## src/rtl/conv_pkg.sv

```systemverilog
// Shared types and defaults for the convolution frame controller.
package conv_pkg;

  localparam int COORD_W      = 10;
  localparam int H_ACTIVE_DEF = 640;
  localparam int V_ACTIVE_DEF = 480;
  localparam int PIPE_LAT_DEF = 3;

  typedef enum logic [1:0] {
    IDLE     = 2'd0,
    WAIT_SOF = 2'd1,
    ACTIVE   = 2'd2,
    FLUSH    = 2'd3
  } state_t;

endpackage

```

## src/rtl/conv_frame_ctrl_if.sv

```systemverilog
// Camera-side inputs and datapath-side outputs of the frame controller.
// master = camera/stimulus side, slave = conv_frame_ctrl.
interface conv_frame_ctrl_if;
  import conv_pkg::*;

  logic               iEN;
  logic               iFVAL;
  logic               iDVAL;
  logic               iSEL;
  logic               oCONV_EN;
  logic               oF_SELECT;
  logic [COORD_W-1:0] oX;
  logic [COORD_W-1:0] oY;
  logic               oBORDER;
  logic               oFRAME_DONE;
  logic               oFRAME_ERR;
  logic [15:0]        oFRAME_CNT;

  modport master (
    output iEN, iFVAL, iDVAL, iSEL,
    input  oCONV_EN, oF_SELECT, oX, oY, oBORDER, oFRAME_DONE, oFRAME_ERR, oFRAME_CNT
  );

  modport slave (
    input  iEN, iFVAL, iDVAL, iSEL,
    output oCONV_EN, oF_SELECT, oX, oY, oBORDER, oFRAME_DONE, oFRAME_ERR, oFRAME_CNT
  );

endinterface

```

## src/rtl/conv_pix_counter.sv

```systemverilog
// Raster X/Y counter for accepted pixels; overrun flags a fully counted frame.
module conv_pix_counter
  import conv_pkg::*;
#(
  parameter int H_ACTIVE = H_ACTIVE_DEF,
  parameter int V_ACTIVE = V_ACTIVE_DEF
) (
  input  logic               iCLK,
  input  logic               iRST,
  input  logic               i_clear,
  input  logic               i_step,
  output logic [COORD_W-1:0] o_x,
  output logic [COORD_W-1:0] o_y,
  output logic               o_overrun
);

  logic [COORD_W-1:0] r_x;
  logic [COORD_W-1:0] r_y;

  always_ff @(posedge iCLK or negedge iRST) begin
    if (!iRST) begin
      r_x <= '0;
      r_y <= '0;
    end else if (i_clear) begin
      r_x <= '0;
      r_y <= '0;
    end else if (i_step) begin
      if (r_x == COORD_W'(H_ACTIVE - 1)) begin
        r_x <= '0;
        r_y <= r_y + COORD_W'(1);
      end else begin
        r_x <= r_x + COORD_W'(1);
      end
    end
  end

  assign o_x       = r_x;
  assign o_y       = r_y;
  assign o_overrun = (r_y >= COORD_W'(V_ACTIVE));

endmodule

```

## src/rtl/conv_frame_ctrl.sv

```systemverilog
// Frame controller: tracks camera FVAL/DVAL, drives the convolution strobe and counts frames.
// Define CONV_CTRL_BORDER_EN to build the border-flag pipe; otherwise oBORDER is tied low.
module conv_frame_ctrl
  import conv_pkg::*;
#(
  parameter int H_ACTIVE = H_ACTIVE_DEF,
  parameter int V_ACTIVE = V_ACTIVE_DEF,
  parameter int PIPE_LAT = PIPE_LAT_DEF
) (
  input  logic              iCLK,
  input  logic              iRST,
  conv_frame_ctrl_if.slave  bus
);

  localparam int FLUSH_W = (PIPE_LAT > 1) ? $clog2(PIPE_LAT) : 1;

  state_t               r_state;
  logic                 r_fvalPrev;
  logic [FLUSH_W-1:0]   r_flushCnt;
  logic                 r_fSelect;
  logic                 r_done;
  logic                 r_err;
  logic [15:0]          r_frameCnt;

  logic [COORD_W-1:0]   w_x;
  logic [COORD_W-1:0]   w_y;
  logic                 w_overrun;
  logic                 w_sof;
  logic                 w_eof;
  logic                 w_convEn;
  logic                 w_clear;
  logic                 w_lastPix;
  logic                 w_frameFull;

  assign w_sof    = bus.iFVAL & ~r_fvalPrev;
  assign w_eof    = ~bus.iFVAL & r_fvalPrev;
  assign w_convEn = bus.iDVAL & (r_state == ACTIVE) & ~w_overrun;
  assign w_clear  = (r_state == WAIT_SOF) & bus.iEN & w_sof;

  // A frame ending on the very cycle of its last pixel is still complete.
  assign w_lastPix   = w_convEn & (w_x == COORD_W'(H_ACTIVE - 1)) & (w_y == COORD_W'(V_ACTIVE - 1));
  assign w_frameFull = w_overrun | w_lastPix;

  conv_pix_counter #(
    .H_ACTIVE (H_ACTIVE),
    .V_ACTIVE (V_ACTIVE)
  ) u_pixCounter (
    .iCLK      (iCLK),
    .iRST      (iRST),
    .i_clear   (w_clear),
    .i_step    (w_convEn),
    .o_x       (w_x),
    .o_y       (w_y),
    .o_overrun (w_overrun)
  );

  always_ff @(posedge iCLK or negedge iRST) begin
    if (!iRST) begin
      r_state    <= IDLE;
      r_fvalPrev <= 1'b0;
      r_flushCnt <= '0;
      r_fSelect  <= 1'b0;
      r_done     <= 1'b0;
      r_err      <= 1'b0;
      r_frameCnt <= '0;
    end else begin
      r_fvalPrev <= bus.iFVAL;
      r_done     <= 1'b0;
      if (!bus.iEN) begin
        r_state <= IDLE;
      end else begin
        case (r_state)
          IDLE: r_state <= WAIT_SOF;
          WAIT_SOF: begin
            if (w_sof) begin
              r_state   <= ACTIVE;
              r_fSelect <= bus.iSEL;
            end
          end
          ACTIVE: begin
            if (bus.iDVAL && w_overrun) r_err <= 1'b1;
            if (w_eof) begin
              r_state    <= FLUSH;
              r_flushCnt <= '0;
              if (!w_frameFull) r_err <= 1'b1;
            end
          end
          FLUSH: begin
            // FVAL edges seen here are deliberately lost; that frame is skipped.
            if (r_flushCnt == FLUSH_W'(PIPE_LAT - 1)) begin
              r_done     <= 1'b1;
              r_frameCnt <= r_frameCnt + 16'd1;
              r_state    <= WAIT_SOF;
            end else begin
              r_flushCnt <= r_flushCnt + FLUSH_W'(1);
            end
          end
          default: r_state <= IDLE;
        endcase
      end
      if (w_clear) r_err <= 1'b0;
    end
  end

`ifdef CONV_CTRL_BORDER_EN
  logic [PIPE_LAT-1:0] r_borderPipe;
  logic                w_borderPix;

  assign w_borderPix = w_convEn & ((w_x < COORD_W'(2)) | (w_y < COORD_W'(2)));

  // Fixed-latency shift so the flag lines up with the datapath's output valid.
  always_ff @(posedge iCLK or negedge iRST) begin
    if (!iRST) begin
      r_borderPipe <= '0;
    end else begin
      r_borderPipe[0] <= w_borderPix;
      for (int i = 1; i < PIPE_LAT; i++) begin
        r_borderPipe[i] <= r_borderPipe[i-1];
      end
    end
  end

  assign bus.oBORDER = r_borderPipe[PIPE_LAT-1];
`else
  assign bus.oBORDER = 1'b0;
`endif

  assign bus.oCONV_EN    = w_convEn;
  assign bus.oF_SELECT   = r_fSelect;
  assign bus.oX          = w_x;
  assign bus.oY          = w_y;
  assign bus.oFRAME_DONE = r_done;
  assign bus.oFRAME_ERR  = r_err;
  assign bus.oFRAME_CNT  = r_frameCnt;

endmodule

```

## src/flat_wrapper.sv

```systemverilog
// flat-port wrapper written by rule: the top's interface ports become plain ports
module conv_frame_ctrl_flat import conv_pkg::*;
#(
  parameter int H_ACTIVE = H_ACTIVE_DEF,
  parameter int V_ACTIVE = V_ACTIVE_DEF,
  parameter int PIPE_LAT = PIPE_LAT_DEF
)
  (iCLK, iRST, bus_iEN, bus_iFVAL, bus_iDVAL, bus_iSEL, bus_oCONV_EN, bus_oF_SELECT, bus_oX, bus_oY, bus_oBORDER, bus_oFRAME_DONE, bus_oFRAME_ERR, bus_oFRAME_CNT);
  conv_frame_ctrl_if bus_i ();
  input  logic iCLK;
  input  logic iRST;
  input wire logic [$bits(bus_i.iEN)-1:0] bus_iEN;
  input wire logic [$bits(bus_i.iFVAL)-1:0] bus_iFVAL;
  input wire logic [$bits(bus_i.iDVAL)-1:0] bus_iDVAL;
  input wire logic [$bits(bus_i.iSEL)-1:0] bus_iSEL;
  output wire logic [$bits(bus_i.oCONV_EN)-1:0] bus_oCONV_EN;
  output wire logic [$bits(bus_i.oF_SELECT)-1:0] bus_oF_SELECT;
  output wire logic [$bits(bus_i.oX)-1:0] bus_oX;
  output wire logic [$bits(bus_i.oY)-1:0] bus_oY;
  output wire logic [$bits(bus_i.oBORDER)-1:0] bus_oBORDER;
  output wire logic [$bits(bus_i.oFRAME_DONE)-1:0] bus_oFRAME_DONE;
  output wire logic [$bits(bus_i.oFRAME_ERR)-1:0] bus_oFRAME_ERR;
  output wire logic [$bits(bus_i.oFRAME_CNT)-1:0] bus_oFRAME_CNT;
  assign bus_i.iEN = bus_iEN;
  assign bus_i.iFVAL = bus_iFVAL;
  assign bus_i.iDVAL = bus_iDVAL;
  assign bus_i.iSEL = bus_iSEL;
  assign bus_oCONV_EN = bus_i.oCONV_EN;
  assign bus_oF_SELECT = bus_i.oF_SELECT;
  assign bus_oX = bus_i.oX;
  assign bus_oY = bus_i.oY;
  assign bus_oBORDER = bus_i.oBORDER;
  assign bus_oFRAME_DONE = bus_i.oFRAME_DONE;
  assign bus_oFRAME_ERR = bus_i.oFRAME_ERR;
  assign bus_oFRAME_CNT = bus_i.oFRAME_CNT;
  conv_frame_ctrl #(.H_ACTIVE(H_ACTIVE), .V_ACTIVE(V_ACTIVE), .PIPE_LAT(PIPE_LAT)) u_core (.iCLK(iCLK), .iRST(iRST), .bus(bus_i));
endmodule
```

## config.mk

```make
export PLATFORM = sky130hd
export DESIGN_NAME = conv_frame_ctrl_flat
export DESIGN_NICKNAME = d
export VERILOG_FILES = /design/src/rtl/conv_pkg.sv /design/src/rtl/conv_frame_ctrl_if.sv /design/src/rtl/conv_pix_counter.sv /design/src/rtl/conv_frame_ctrl.sv /design/src/flat_wrapper.sv
export SDC_FILE = /design/constraint.sdc
export NUM_CORES = 1
export LEC_CHECK = 0
export CAP_MARGIN = 20
export CORE_MARGIN = 2
export CORE_UTILIZATION = 35
export DETAILED_ROUTE_END_ITERATION = 7
export HOLD_SLACK_MARGIN = 0.08
export PLACE_DENSITY = 0.64
export SKIP_CTS_REPAIR_TIMING = 1
export SLEW_MARGIN = 20
export SYNTH_ARGS = -nofsm -noshare
export SYNTH_HDL_FRONTEND = slang
export SYNTH_HIERARCHICAL = 1
export SYNTH_SLANG_ARGS = --single-unit
```

## constraint.sdc

```tcl
create_clock -name iCLK -period 4.18 [get_ports iCLK]
set_input_delay 0.836 -clock iCLK [delete_from_list [all_inputs] [get_ports iCLK]]
set_output_delay 0.836 -clock iCLK [all_outputs]
set_load 0.02 [all_outputs]
```

==> key figures <==
Clock tree
  – CTS tree: done
  – Num CTS Buffers: 5
  – Skew-Pair Late Insertion Delay: ~0.3 ns
  – Root Driver: clkbuf_8
  – Clock sink count: 44
  – CTS Buffer Depth: 2
  – CTS H-tree lvls: 2
  – Clk slew on worst S/H paths: 0.09 ns

Setup path
  – Crit end category: output pin
  – Critical path launch point type: primary input
  – Slowest Stage Delay on Critical Path: roughly 0.67 ns
  – CP dominant cell by count: clkdlybuf4s50_1
  – Critical path type: in2out
  – Slowest-stage cell, CP: clkdlybuf4s50_1
  – Top fanout value on the critical path: 10
  – Worst Path Required: 3.34 ns
  – Worst path cell trace: clkdlybuf4s50_1 > and3_1 > clkdlybuf4s50_1
  – Critical Path AT: approximately 2.4 ns

Global routing
  – GRT Max-Usage Layer: met2
  – Initial antenna violation count: 0
  – Met1 Usage GRT: 19.6%
  – Grt ovf: 0
  – Largest net degree at the start of global routing: between 40 and 50
  – Vias in the first global route: approximately 1800
  – GRT Resource Usage Total: between 10 and 15%
  – First-pass GRT wire length: ~8500 µm
  – Grt met2 use: 23.2%
  – Met3 Use GR: a little over 3%

Yosys
  – Seq cells post-synth: 44
  – Synth cell types: 44
  – Seq/Total Area, Yosys: approximately 47%
  – Yosys warns: 6
  – Cells after Synth: 231
  – Main flop type after synthesis: dfrtp_1
  – Post-synth EDFFs: 0
  – Syn Area/Cell: roughly 10 µm²
  – Syn_nets: between 200 and 250
  – Cell Area, Synth: 0.00233 mm²
  – Ys async rst share: 100%

Placed design
  – Estimated wirelength of the detail-placed design: 3560 µm
  – Placed cells: approximately 350
  – RD Place Congestion: 0.781
  – PortBufs: 45

Route
  – ANT nets after route: 0
  – Routed WL per cell: between 10 and 15 µm
  – Iter 0 DRT Violations: 75
  – Routed wire length: slightly above 5000 µm
  – # DRC: 0
  – Drt first pass iters: 4
  – Vias per std cell: 5.24
  – Vias: around 1900

Timing
  – Final setup TNS: 0 ns
  – Min Clock Period, post-route: ~3.2 ns
  – RSZ-0062 raised after global routing: no
  – F_max: 310 MHz
  – Layout Skew: between 0.007 and 0.008 ns
  – Max Slew Vio Count: 0
  – Final hold viol count: 0
  – Final Cycle Share: 77.2%
  – Final setup fails: 0

Finish
  – Fillers: 599
  – Area Growth Syn to Fin: 26.9%
  – Number of antenna diodes: 0
  – Area occupied by multi-input gates: roughly 0.0012 mm²
  – Register Area: between 0.001 and 0.0015 mm²
  – Non-filler cells, final: about 360
  – Nets: just under 300
  – Fraction of layout cells with a size suffix above 1: between 6 and 7%

Floorplan
  – Die Y: 85.5 µm
  – Die W: roughly 86 µm
  – Num ports: between 40 and 50
  – Rows: 29
  – Initial Util: between 30 and 40%
  – Core area: ~0.0064 mm²
  – DIE AREA: 0.00732 mm²

Outcome
  – Outcome: finished, final reports clean

Pwr
  – Comb pwr share: between 20 and 30%
  – Register share of total power: 47.4%
  – P_sw: ~0.40 mW
  – Sw Ratio: about a third
  – LEAKAGE: 1.23 nW
  – Clock power share: 24.3%
  – P per Cell Area: just under 400 mW/mm²
  – Int Pwr: around 0.75 mW
  – VDD IR-drop max: about 0.22 mV

Run
  – Max-cap viol count: 0

Worst hold path
  – Hold crit path type: in2async
==> flip-flops by register name, indices dropped and copies added (netlist names) <==
name,cells
u_core/u_pixCounter/o_x,10
u_core/bus.oFRAME_ERR,1
u_core/bus.oF_SELECT,1
u_core/r_state,2
u_core/u_pixCounter/o_y,10
u_core/bus.oFRAME_DONE,1
u_core/r_flushCnt,2
u_core/r_fvalPrev,1
u_core/bus.oFRAME_CNT,16
==> layout make-up <==
cell class / count / area share, %
Inverter: 8 / 1.02
Sequential cell: 44 / 37.3
Clock buffer: 5 / 2.33
Multi-Input combinational cell: 171 / 39.0
Timing Repair Buffer: 48 / 16.3
Clock inverter: 3 / 0.805
Tap cell: 77 / 3.26
==> logic make-up after synthesis <==
family                   after synthesis  synth area share, %
AND/OR/NAND/NOR                      101                 25.6
flip-flops                            44                 47.3
AO/OA/AOI/OAI                         36                 9.79
XOR/XNOR                              22                 8.28
buffers and inverters                 16                 3.17
adder cells (fa/ha/maj)                8                 4.30
multiplexers                           3                 1.40
other                                  1                0.161
==> routing by layer <==
metal,routed length [µm],vias to the layer above
met3,232,8
li1,-,920
met2,2430,46
met5,0,-
met1,2390,892
met4,78,0
==> Yosys cell counts, types with 2 or more instances <==
| cell | number | share of area [%] |
|---|---|---|
| or2b_2 | 2 | 0.75 |
| or4_1 | 6 | 1.9 |
| o211ai_1 | 2 | 0.64 |
| inv_1 | 8 | 1.3 |
| nand2b_1 | 4 | 1.1 |
| nor2b_1 | 5 | 1.3 |
| nor2_1 | 14 | 2.3 |
| buf_2 | 2 | 0.43 |
| clkbuf_1 | 3 | 0.48 |
| nand4b_1 | 3 | 1.1 |
| o21ai_0 | 5 | 1.1 |
| or3_1 | 6 | 1.6 |
| dfrtp_1 | 44 | 47 |
| a21oi_1 | 15 | 3.2 |
| o2111ai_1 | 2 | 0.75 |
| ha_1 | 8 | 4.3 |
| nand4_1 | 7 | 1.9 |
| xor2_1 | 11 | 4.1 |
| o31ai_1 | 6 | 1.9 |
| buf_4 | 3 | 0.97 |
| nand2_1 | 20 | 3.2 |
| xnor2_1 | 11 | 4.1 |
| nor3_1 | 4 | 0.86 |
| and3_1 | 6 | 1.6 |
| mux2_2 | 2 | 0.97 |
| nand3_1 | 14 | 3.0 |
==> critical path: cells and delay by family <==
| family | cells | cell delay (ns) |
|---|---|---|
| buf+inv | 2 | 1.18 |
| simple gates | 1 | 0.37 |
==> final timing paths <==
kind                                                       startpoint                                     end  slack (ns)  depth (start not counted)
worst max register to register          u_core/r_state[0]$_DFFE_PN0P_  u_core/u_pixCounter/o_y[3]$_DFFE_PN0P_        1.24                          7
min in group iCLK               u_core/bus.oFRAME_CNT[15]$_DFFE_PN0P_   u_core/bus.oFRAME_CNT[15]$_DFFE_PN0P_        0.48                          1
worst max-delay path                                        bus_iDVAL                            bus_oCONV_EN        0.95                          3
max in group asynchronous                                        iRST  u_core/u_pixCounter/o_y[4]$_DFFE_PN0P_        3.27                          2
worst min register to register  u_core/bus.oFRAME_CNT[15]$_DFFE_PN0P_   u_core/bus.oFRAME_CNT[15]$_DFFE_PN0P_        0.48                          1
worst min-delay path                                             iRST        u_core/r_flushCnt[1]$_DFFE_PN0P_        0.43                          1
==> power by group through the flow <==
stage                     logic [mW]  registers [mW]  clock network [mW]
after floorplan                0.157           0.581                   0
after global placement         0.313           0.548                   0
after detailed placement       0.324           0.551                   0
after CTS                      0.326           0.543               0.286
after global routing           0.358           0.554               0.307
final                          0.324           0.544               0.279
==> per-stage QoR <==
step / utilization [%] / hold WS [ns] / cell area, µm² / setup slack [ns] / power (mW)
after floorplan: - / 0.446 / 2330 / 1.45 / 0.738
after global placement: 44.5 / 0.461 / 2840 / 0.840 / 0.861
after detailed placement: 44.5 / 0.464 / 2840 / 0.783 / 0.876
after CTS: 45.9 / 0.477 / 2930 / 0.956 / 1.15
after global routing: 46.2 / 0.445 / 2950 / 0.863 / 1.22
final: 46.2 / 0.432 / 2950 / 0.954 / 1.15
==> cell usage in the layout (no fill, tap or decap), types with 2 or more instances in the layout <==
master,synthesis,layout
xnor2_1,11,11
clkbuf_8,0,5
nand2b_1,4,4
or2b_2,2,2
ha_1,8,8
o211ai_1,2,2
or3_1,6,6
o31ai_1,6,6
o2111ai_1,2,2
buf_4,3,2
nor2b_1,5,5
nand3_1,14,14
and3_1,6,6
dfrtp_1,44,44
o21ai_0,5,5
nor2_1,14,14
nor3_1,4,4
nand2_1,20,20
clkdlybuf4s50_1,0,44
nand4b_1,3,3
nand4_1,7,7
clkinvlp_4,0,2
mux2_2,2,2
a21oi_1,15,15
inv_1,8,8
or4_1,6,6
xor2_1,11,11
Note: power is estimated with default switching activity, not from simulation.
